--- src/rtl/nn_cfg_sequencer_pkg.sv ---
// nn_cfg_sequencer_pkg: default sizing, per-layer neuron counts and the sequencer FSM encoding.
// Layer sizes are packed with layer 0 (input) in the least-significant SIZE_W field.
package nn_cfg_sequencer_pkg;

  localparam int unsigned DEFAULT_DATA_WIDTH = 32;
  localparam int unsigned DEFAULT_SIZE_W     = 16;
  localparam int unsigned DEFAULT_NUM_LAYERS = 4;

  localparam logic [15:0] numNeuronLayer0 = 16'd784;
  localparam logic [15:0] numNeuronLayer1 = 16'd30;
  localparam logic [15:0] numNeuronLayer2 = 16'd30;
  localparam logic [15:0] numNeuronLayer3 = 16'd30;
  localparam logic [15:0] numNeuronLayer4 = 16'd10;

  localparam logic [(DEFAULT_NUM_LAYERS+1)*DEFAULT_SIZE_W-1:0] DEFAULT_LAYER_SIZES =
    {numNeuronLayer4, numNeuronLayer3, numNeuronLayer2, numNeuronLayer1, numNeuronLayer0};

  typedef enum logic [2:0] {
    ST_IDLE   = 3'd0,
    ST_LOAD_W = 3'd1,
    ST_LOAD_B = 3'd2,
    ST_CHECK  = 3'd3,
    ST_DONE   = 3'd4
  } state_e;

endpackage

--- src/rtl/nn_cfg_cksum.sv ---
// nn_cfg_cksum: mod-2^32 running sum of accepted config words, compared against the trailing word.
// Only instantiated when CFG_CHECKSUM_EN is defined.
module nn_cfg_cksum (
  input  logic        clk_i,
  input  logic        rst_ni,
  input  logic        clear_i,
  input  logic        acc_i,
  input  logic        check_i,
  input  logic [31:0] data_i,
  output logic        err_o
);

  logic [31:0] sum_q;
  logic        err_q;

  always_ff @(posedge clk_i or negedge rst_ni) begin
    if (!rst_ni) begin
      sum_q <= '0;
      err_q <= 1'b0;
    end else if (clear_i) begin
      sum_q <= '0;
      err_q <= 1'b0;
    end else begin
      if (acc_i)                        sum_q <= sum_q + data_i;
      if (check_i && (data_i != sum_q)) err_q <= 1'b1;
    end
  end

  assign err_o = err_q;

endmodule

--- src/rtl/nn_cfg_sequencer.sv ---
// nn_cfg_sequencer: walks layers 1..NUM_LAYERS / neurons over a flat cfg word stream and emits
// weight/bias strobes with target layer/neuron. Define CFG_CHECKSUM_EN for a trailing checksum word.
module nn_cfg_sequencer
  import nn_cfg_sequencer_pkg::*;
#(
  parameter int unsigned DATA_WIDTH = DEFAULT_DATA_WIDTH,
  parameter int unsigned NUM_LAYERS = DEFAULT_NUM_LAYERS,
  parameter int unsigned SIZE_W     = DEFAULT_SIZE_W,
  parameter logic [(NUM_LAYERS+1)*SIZE_W-1:0] LAYER_SIZES = DEFAULT_LAYER_SIZES
) (
  input  logic                  s_axi_aclk,
  input  logic                  s_axi_aresetn,
  input  logic                  start,
  input  logic                  abort,
  input  logic [DATA_WIDTH-1:0] cfg_data,
  input  logic                  cfg_valid,
  output logic                  cfg_ready,
  output logic [31:0]           config_layer_num,
  output logic [31:0]           config_neuron_num,
  output logic [DATA_WIDTH-1:0] weightValue,
  output logic                  weightValid,
  output logic [DATA_WIDTH-1:0] biasValue,
  output logic                  biasValid,
  output logic                  busy,
  output logic                  done,
  output logic [31:0]           words_loaded
`ifdef CFG_CHECKSUM_EN
  ,
  output logic                  cksum_err
`endif
);

  function automatic int unsigned max_layer_size();
    int unsigned m = 2;
    for (int unsigned i = 0; i <= NUM_LAYERS; i++)
      if (32'(LAYER_SIZES[i*SIZE_W +: SIZE_W]) > m) m = 32'(LAYER_SIZES[i*SIZE_W +: SIZE_W]);
    return m;
  endfunction

  localparam int unsigned CW = $clog2(max_layer_size());
  localparam int unsigned LW = $clog2(NUM_LAYERS + 1);

  logic [SIZE_W-1:0] size_tab [NUM_LAYERS+1];
  for (genvar gi = 0; gi <= NUM_LAYERS; gi++) begin : g_size
    assign size_tab[gi] = LAYER_SIZES[gi*SIZE_W +: SIZE_W];
  end

  state_e                state_q;
  logic [LW-1:0]         layer_q;
  logic [CW-1:0]         neuron_q, widx_q;
  logic [31:0]           layer_num_q, neuron_num_q, words_q;
  logic [DATA_WIDTH-1:0] wval_q, bval_q;
  logic                  wvld_q, bvld_q, busy_q, done_q;

  logic              load_st, hs, last_w, last_n, last_l;
  logic [SIZE_W-1:0] size_prev, size_cur;

`ifdef CFG_CHECKSUM_EN
  assign load_st = (state_q == ST_LOAD_W) || (state_q == ST_LOAD_B) || (state_q == ST_CHECK);
`else
  assign load_st = (state_q == ST_LOAD_W) || (state_q == ST_LOAD_B);
`endif
  // abort masks ready so an aborted cycle never completes a handshake
  assign cfg_ready = load_st && !abort;
  assign hs        = cfg_valid && cfg_ready;

  assign size_prev = size_tab[layer_q - LW'(1)];
  assign size_cur  = size_tab[layer_q];
  assign last_w    = SIZE_W'(widx_q)   == (size_prev - SIZE_W'(1));
  assign last_n    = SIZE_W'(neuron_q) == (size_cur - SIZE_W'(1));
  assign last_l    = layer_q == LW'(NUM_LAYERS);

  always_ff @(posedge s_axi_aclk or negedge s_axi_aresetn) begin
    if (!s_axi_aresetn) begin
      state_q      <= ST_IDLE;
      layer_q      <= '0;
      neuron_q     <= '0;
      widx_q       <= '0;
      layer_num_q  <= '0;
      neuron_num_q <= '0;
      words_q      <= '0;
      wval_q       <= '0;
      bval_q       <= '0;
      wvld_q       <= 1'b0;
      bvld_q       <= 1'b0;
      busy_q       <= 1'b0;
      done_q       <= 1'b0;
    end else begin
      wvld_q <= 1'b0;
      bvld_q <= 1'b0;
      done_q <= 1'b0;
      case (state_q)
        ST_IDLE: if (start) begin
          state_q  <= ST_LOAD_W;
          busy_q   <= 1'b1;
          words_q  <= '0;
          layer_q  <= LW'(1);
          neuron_q <= '0;
          widx_q   <= '0;
        end
        ST_LOAD_W: if (abort) begin
          state_q <= ST_IDLE;
          busy_q  <= 1'b0;
        end else if (hs) begin
          wval_q       <= cfg_data;
          wvld_q       <= 1'b1;
          layer_num_q  <= 32'(layer_q);
          neuron_num_q <= 32'(neuron_q);
          words_q      <= words_q + 32'd1;
          if (last_w) begin
            widx_q  <= '0;
            state_q <= ST_LOAD_B;
          end else begin
            widx_q <= widx_q + CW'(1);
          end
        end
        ST_LOAD_B: if (abort) begin
          state_q <= ST_IDLE;
          busy_q  <= 1'b0;
        end else if (hs) begin
          bval_q       <= cfg_data;
          bvld_q       <= 1'b1;
          layer_num_q  <= 32'(layer_q);
          neuron_num_q <= 32'(neuron_q);
          words_q      <= words_q + 32'd1;
          if (!last_n) begin
            neuron_q <= neuron_q + CW'(1);
            state_q  <= ST_LOAD_W;
          end else if (!last_l) begin
            neuron_q <= '0;
            layer_q  <= layer_q + LW'(1);
            state_q  <= ST_LOAD_W;
          end else begin
            neuron_q <= '0;
`ifdef CFG_CHECKSUM_EN
            state_q  <= ST_CHECK;
`else
            state_q  <= ST_DONE;
            busy_q   <= 1'b0;
            done_q   <= 1'b1;
`endif
          end
        end
`ifdef CFG_CHECKSUM_EN
        ST_CHECK: if (abort) begin
          state_q <= ST_IDLE;
          busy_q  <= 1'b0;
        end else if (hs) begin
          state_q <= ST_DONE;
          busy_q  <= 1'b0;
          done_q  <= 1'b1;
        end
`endif
        ST_DONE: state_q <= ST_IDLE;
        default: state_q <= ST_IDLE;
      endcase
    end
  end

`ifdef CFG_CHECKSUM_EN
  nn_cfg_cksum u_cksum (
    .clk_i   (s_axi_aclk),
    .rst_ni  (s_axi_aresetn),
    .clear_i ((state_q == ST_IDLE) && start),
    .acc_i   (hs && (state_q != ST_CHECK)),
    .check_i (hs && (state_q == ST_CHECK)),
    .data_i  (32'(cfg_data)),
    .err_o   (cksum_err)
  );
`endif

  assign config_layer_num  = layer_num_q;
  assign config_neuron_num = neuron_num_q;
  assign weightValue       = wval_q;
  assign weightValid       = wvld_q;
  assign biasValue         = bval_q;
  assign biasValid         = bvld_q;
  assign busy              = busy_q;
  assign done              = done_q;
  assign words_loaded      = words_q;

endmodule
--- config.mk ---
export PLATFORM = sky130hd
export DESIGN_NAME = nn_cfg_sequencer
export DESIGN_NICKNAME = d
export VERILOG_FILES = /design/src/rtl/nn_cfg_sequencer_pkg.sv /design/src/rtl/nn_cfg_cksum.sv /design/src/rtl/nn_cfg_sequencer.sv
export SDC_FILE = /design/constraint.sdc
export NUM_CORES = 1
export LEC_CHECK = 0
export ABC_CLOCK_PERIOD_IN_PS = 3350
export BUFFER_PORTS_ARGS = -buffer_cell sky130_fd_sc_hd__buf_2
export CORE_MARGIN = 1.5
export CORE_UTILIZATION = 55
export DETAILED_ROUTE_END_ITERATION = 7
export PLACE_DENSITY = 0.84
export SYNTH_ARGS = -nofsm -noshare
export SYNTH_HDL_FRONTEND = slang
export SYNTH_HIERARCHICAL = 1
export SYNTH_SLANG_ARGS = --single-unit
--- constraint.sdc ---
create_clock -name s_axi_aclk -period 3.35 [get_ports s_axi_aclk]
set_input_delay 0.67 -clock s_axi_aclk [delete_from_list [all_inputs] [get_ports s_axi_aclk]]
set_output_delay 0.67 -clock s_axi_aclk [all_outputs]
set_load 0.01 [all_outputs]
Word level (Yosys, flattened, before mapping)
Memory sizes are Yosys's and may differ from the RTL's.
Index checks and enable logic that the tools add are counted.
{"block": "op_classes", "n_addsub": 7, "n_lt_le_gt_ge": 2, "n_eq_ne": 20, "n_mux": 47, "bitwise_logic": 3, "reduce_logical": 19}
{"op": "2-to-1 mux 32 bit", "count": 3}
{"op": "2-to-1 mux 10 bit", "count": 7}
{"op": "2-to-1 mux 16 bit", "count": 4}
{"op": "case mux 32 bit (2 select lines)", "count": 1}
{"op": "case mux 10 bit (2 select lines)", "count": 2}
{"op": "2-to-1 mux 3 bit", "count": 12}
{"op": "adder 32 x 1 -> 32 bit, second input constant", "count": 1}
{"op": "equality test 10 x 16 -> 1 bit", "count": 2}
{"op": "subtractor 16 x 1 -> 16 bit, second input constant", "count": 2}
{"op": "adder 10 x 1 -> 10 bit, second input constant", "count": 2}
{"op": "!= test 2 bit, second input constant", "count": 9}
{"op": "AND reduction 4 bit", "count": 4}
{"op": "2-to-1 mux 1 bit", "count": 15}
{"op": "!= test 3 bit, second input constant", "count": 5}
{"op": "AND reduction 6 bit", "count": 2}
{"op": "case mux 3 bit (3 select lines)", "count": 1}
{"op": "AND reduction 3 bit", "count": 3}
{"op": ">= comparator 4 bit, second input constant", "count": 2}
{"op": "NOT 3 -> 4 bit", "count": 2}
{"op": "case mux 3 bit (2 select lines)", "count": 1}
{"op": "nonzero test 2 bit", "count": 3}
{"op": "adder 3 x 1 -> 3 bit, second input constant", "count": 1}
{"op": "equality test 3 x 1 -> 1 bit, second input constant", "count": 1}
{"op": "equality test 3 x 2 -> 1 bit, second input constant", "count": 1}
{"op": "other kinds (11)", "count": 12}
{"block": "word_totals", "ff_bits": 139, "romBits": 256, "input_bits": 37, "out_inout_bits": 165, "word_cells": 113, "mem_count": 2}
{"name": "(name not given)", "depth": 8, "word_bits": 16, "read_ports": 1, "rd_ports_with_merged_regs": 0, "write_ports": 0, "line_no": "nn_cfg_sequencer.sv:68", "text": "assign size_cur = size_tab[layer_q];"}
{"name": "(name not given)", "depth": 8, "word_bits": 16, "read_ports": 1, "rd_ports_with_merged_regs": 0, "write_ports": 0, "line_no": "nn_cfg_sequencer.sv:67", "text": "assign size_prev = size_tab[layer_q - LW'(1)];"}

Longest topological paths before layout
{"block": "logic_depth", "word_depth": 11, "ltp_mapped": 10, "depth_no_buf": 9}

Least setup slack after synthesis
No wires, ideal clock.
{"block": "synth_path", "path_kind": "register -> register", "from": "reg layer_q[0]", "to": "reg widx_q[0]", "setup_time_ns": 0.125, "t_arrival_ns": 2.183, "t_required_ns": 3.225, "setup_slack_ns": 1.043, "path_stages_with_launch": 10, "n_path_buf": 0, "synth_period_minus_slack_ns": 2.307, "cell_sequence": "dfrtp_1 > inv_1 > ha_1 > inv_1 > ha_1 > nand2b_1 > a21boi_0 > a2111oi_4 > nor3_1 > mux2_2"}
{"block": "synth_via", "elab_chain_len": 11}
{"element": "start, declared", "line_no": "nn_cfg_sequencer.sv:49", "text": "logic [LW-1:0] layer_q;"}
{"element": "start signal, assigned", "line_no": "nn_cfg_sequencer.sv:131", "text": "layer_q <= layer_q + LW'(1);"}
{"element": "subtractor 3 x 1 -> 3 bit", "line_no": "nn_cfg_sequencer.sv:67"}
{"element": "NOT 3 -> 4 bit (not written as such)", "line_no": "nn_cfg_sequencer.sv:67"}
{"element": "memory read (8 x 16 bit)"}
{"element": "2-to-1 mux 16 bit (not written as such) (2 in series)", "line_no": "nn_cfg_sequencer.sv:67"}
{"element": "subtractor 16 x 1 -> 16 bit", "line_no": "nn_cfg_sequencer.sv:69", "text": "assign last_w = SIZE_W'(widx_q) == (size_prev - SIZE_W'(1));"}
{"element": "equality test 10 x 16 -> 1 bit", "line_no": "nn_cfg_sequencer.sv:69"}
{"element": "2-to-1 mux 10 bit", "line_no": "nn_cfg_sequencer.sv:110", "text": "if (last_w) begin"}
{"element": "2-to-1 mux 10 bit", "line_no": "nn_cfg_sequencer.sv:104", "text": "end else if (hs) begin"}
{"element": "2-to-1 mux 10 bit", "line_no": "nn_cfg_sequencer.sv:101", "text": "ST_LOAD_W: if (abort) begin"}
{"element": "case mux 10 bit (2 select lines)", "line_no": "nn_cfg_sequencer.sv:92", "text": "case (state_q)"}
{"element": "end signal, assigned", "line_no": "nn_cfg_sequencer.sv:114", "text": "widx_q <= widx_q + CW'(1);"}
{"element": "end, declared", "line_no": "nn_cfg_sequencer.sv:50", "text": "logic [CW-1:0] neuron_q, widx_q;"}
No other way between the ends. The select of a mux whose other input is x is not followed.
A chain may end at the register's enable or synchronous reset.

Final worst setup path
{"block": "layout_path", "from": "reg layer_q[0]", "to": "reg neuron_q[3]"}
{"block": "layout_via", "elab_chain_len": 10}
{"element": "NOT 3 -> 4 bit (not written as such)", "line_no": "nn_cfg_sequencer.sv:68"}
{"element": "memory read (8 x 16 bit)"}
{"element": "2-to-1 mux 16 bit (not written as such) (2 in series)", "line_no": "nn_cfg_sequencer.sv:68"}
{"element": "subtractor 16 x 1 -> 16 bit", "line_no": "nn_cfg_sequencer.sv:70", "text": "assign last_n = SIZE_W'(neuron_q) == (size_cur - SIZE_W'(1));"}
{"element": "equality test 10 x 16 -> 1 bit", "line_no": "nn_cfg_sequencer.sv:70"}
{"element": "2-to-1 mux 10 bit", "line_no": "nn_cfg_sequencer.sv:126", "text": "if (!last_n) begin"}
{"element": "2-to-1 mux 10 bit", "line_no": "nn_cfg_sequencer.sv:120", "text": "end else if (hs) begin"}
{"element": "2-to-1 mux 10 bit", "line_no": "nn_cfg_sequencer.sv:117", "text": "ST_LOAD_B: if (abort) begin"}
{"element": "case mux 10 bit (2 select lines)", "line_no": "nn_cfg_sequencer.sv:92"}
{"element": "end signal, assigned", "line_no": "nn_cfg_sequencer.sv:127", "text": "neuron_q <= neuron_q + CW'(1);"}
{"element": "end, declared", "line_no": "nn_cfg_sequencer.sv:50"}
No other way between the ends. The select of a mux whose other input is x is not followed.

==> impl_summary.log <==
INFO  metric post_placement_cell_count = 923
INFO  metric period_share = 86.33%
INFO  metric critPathKind = register to register
INFO  metric grt_antenna_before_repair = 0
INFO  metric seq_area_frac_synth = 50.58%
INFO  metric fp.dieArea = 0.01318 sq mm
INFO  metric number_of_inserted_filler_cells_in_the_final_layout = 893
INFO  metric post_drt_via_cell_ratio = 5.610
INFO  metric cp_data_required_time = 3.65 ns
INFO  metric grt_pass1_wl = 25.60 mm
INFO  metric post-cts-setup-buffers = 0
INFO  metric yosys_warnings = 6
INFO  metric place.port_buffers = 150
INFO  metric timing.final.crit_period = 2.892 ns
INFO  metric post_synth.cell_area_avg = 11.16 sq um
INFO  metric reg2reg_slack = 0.46 ns
INFO  metric clock_tree.htree_level_count = 4
INFO  metric power.density_cell_area = 587.3 mW/mm^2
INFO  metric worst_setup_path_start_kind = register
INFO  metric totalWireLength = 15.80 mm
INFO  metric fp.dieH = 114.8 microns
INFO  metric routed-via-count = 5,352
INFO  metric drive_gt1_share = 35.88%
INFO  metric synthArstFlopShare = 100.0%
INFO  metric clkSinkCount = 139
INFO  metric library_cells_used_by_synthesis = 63
INFO  metric max-vdd-ir-drop = 0.0003978 V
INFO  metric synthesized_area = 0.006877 sq mm
INFO  metric gp_congestion = 0.8756
INFO  metric worstSetupEndpointType = register
INFO  metric timing.critical_path.fanout_max = 7
INFO  metric hpwlAfterDp = 11.22 mm
INFO  metric row_count = 40
INFO  metric start_util = 56.78%
INFO  metric drt-pass1-iter-count = 5
INFO  metric die_w = 114.8 microns
INFO  metric floorplan.core_area = 0.01211 sq mm
INFO  metric timing.slew.headroom = 37.80%
INFO  metric cts.clk_slew.worst_paths = 0.06 ns
INFO  metric post_cts_resize_count = 0
INFO  metric tightest_slew = 0.9330 ns
INFO  metric top_level_ports = 202
INFO  metric synth_top_flop_cell = dfrtp_1
INFO  metric buffer_depth_of_the_longest_clock_path = 2
INFO  metric postLayoutCoreUtil = 68.33%
INFO  metric ff2ff_path_depth = 9
INFO  metric root_buffer = clkbuf_16
INFO  metric highest_clock_rate = 345.8 MHz
INFO  metric power.static_leakage = 0.004160 uW
INFO  metric outcome = finished clean
INFO  metric grt_setup_unrepaired = no
INFO  metric wire_per_inst = 16.57 microns
INFO  metric via_count_of_the_first_global_routing_pass = 5,353
INFO  metric numCtsBuffers = 17
INFO  metric layout.cells.non_filler = 954
INFO  metric cap_violations = 0
INFO  metric hold_path.class = input pin to asynchronous set/reset pin
INFO  metric crit_arrival = 3.19 ns
INFO  metric critical_path.reg2reg.startpoint = layer_q[0]
INFO  metric multiInputGateArea = 0.003075 sq mm
INFO  metric remaining_drc_errors = 0
INFO  metric post_synth_edffs = 0
INFO  metric grt_usage = 24.93%
INFO  metric design.final.nets = 821
INFO  metric overflow = 0
INFO  metric cts_tree = yes
INFO  metric cts_hold_repair.buffers = 0
INFO  metric ant_nets = 0
INFO  metric slew_violations = 0
INFO  metric setup-violations-final = 0
INFO  metric number_of_diodes_added_for_antenna_fixing = 0
INFO  metric hold_viol = 0
INFO  metric clock_insertion_delay_worst_skew = 0.42 ns
INFO  metric ys_seq_elements = 139
INFO  metric finalClockSkew = 0.01787 ns
INFO  metric reg2reg_to = neuron_q[3]
INFO  metric fin_tns_setup = 0 ns
INFO  metric area_growth_from_synthesis_to_layout = 20.34%
INFO  metric drt_iter0_drc = 391
INFO  metric seqCellArea = 0.003478 sq mm
INFO  metric grt_max_degree = 78
INFO  metric synth_cells = 616
worst max-delay path by stage:
stage	startpoint	cells after the start	slack, ns	endpoint
floorplan	layer_q[0]	9	1.04	widx_q[0]
finish	layer_q[0]	9	0.46	neuron_q[3]
CTS	layer_q[0]	9	0.46	neuron_q[3]
global placement	layer_q[0]	9	0.72	neuron_q[3]
detailed placement	layer_q[0]	9	0.46	neuron_q[3]
global route	layer_q[0]	9	0.29	neuron_q[3]
kinds of logic after synthesis:
family / share of synthesized area, %
AOI/OAI and AO/OA: 10.77
xor gates and xnor gates: 2.165
adders and majority gates: 1.820
buffers and inverters: 7.514
DFF: 50.58
muxes: 13.23
other: 0.05453
and+or+nand+nor: 13.86
worst max-delay path, cell delays in order (launching register included):
cell	delay [ns]
dfrtp_1	0.45
inv_1	0.07
ha_1	0.24
ha_1	0.25
a2111oi_0	0.48
a31oi_1	0.11
o31ai_1	0.59
buf_4	0.26
nor4_1	0.05
a211o_1	0.27
area by class of cell:
| cell class | instances | area share, % |
|---|---|---|
| clock buffer | 19 | 5.231 |
| clock inverter | 12 | 2.283 |
| inverter | 14 | 0.6350 |
| multi-input combinational | 443 | 37.16 |
| sequential | 139 | 42.03 |
| tap | 168 | 2.540 |
| timing repair buffer | 159 | 10.11 |
flip-flops by register name, indices dropped and copies added, names as in the netlist:
name / count
config_neuron_num: 10
layer_q: 3
weightValue: 32
words_loaded: 32
weightValid: 1
state_q: 3
neuron_q: 10
biasValue: 32
widx_q: 10
config_layer_num: 3
busy: 1
biasValid: 1
done: 1
through the flow:
stage	setup WS, ns	power [uW]	hold slack [ns]	instance area (sq um)
CTS	0.4575	4881	0.3051	8275
global route	0.2922	5079	0.3298	8275
detailed placement	0.4620	2914	0.4878	7654
floorplan	1.043	2588	0.3744	7064
finish	0.4581	4860	0.2745	8275
global placement	0.7181	2853	0.4831	7654
power breakdown:
group | leakage [uW] | switching [uW] | total, uW | internal (uW)
sequential | 0.00184 | 198 | 2090 | 1890
combinational | 0.00203 | 456 | 814 | 358
clock | 0.000299 | 707 | 1960 | 1250
total | 0.00416 | 1360 | 4860 | 3500
layout by cell type, fill, tap and decap left out, types with 16 or more instances in the layout:
cell type  instances
buf_2            149
dfrtp_1          139
mux2_2            79
conb_1            51
nand2_1           43
nor2_1            28
o21ai_0           27
a21oi_1           26
nand3_1           21
clkbuf_16         17
or3_1             16
cells in the mapped netlist, types with 4 or more instances:
cell type | count | share of area, %
xnor2_1 | 4 | 0.51
nor2b_1 | 6 | 0.55
nor3_1 | 8 | 0.58
a21oi_1 | 26 | 1.9
o31ai_1 | 6 | 0.65
nand2b_1 | 8 | 0.73
or3_1 | 16 | 1.5
clkbuf_1 | 10 | 0.55
a22o_1 | 4 | 0.51
and2_1 | 5 | 0.45
buf_4 | 51 | 5.6
o21ai_0 | 27 | 2.0
or4_1 | 7 | 0.76
and3_1 | 9 | 0.82
nor2_1 | 28 | 1.5
inv_1 | 13 | 0.71
xor2_1 | 13 | 1.7
nand4_1 | 6 | 0.55
dfrtp_1 | 139 | 51
mux2_2 | 79 | 13
nand3_1 | 21 | 1.5
nand2_1 | 43 | 2.3
a31oi_1 | 4 | 0.36
buf_2 | 7 | 0.51
o2111ai_1 | 7 | 0.89
o211ai_1 | 8 | 0.87
ha_1 | 10 | 1.8
nor4_1 | 4 | 0.36
per-layer routing:
metal	global-route usage (%)	wire length, microns	vias up	part of all wire [%]
met2	42.87	8026	255	51
met5	0	0	-	0
met4	8.395	160	0	1.0
met3	8.909	1464	14	9.3
met1	29.20	6152	2639	39
li1	-	-	2444	-
Note: power is estimated with default switching activity, not from simulation.
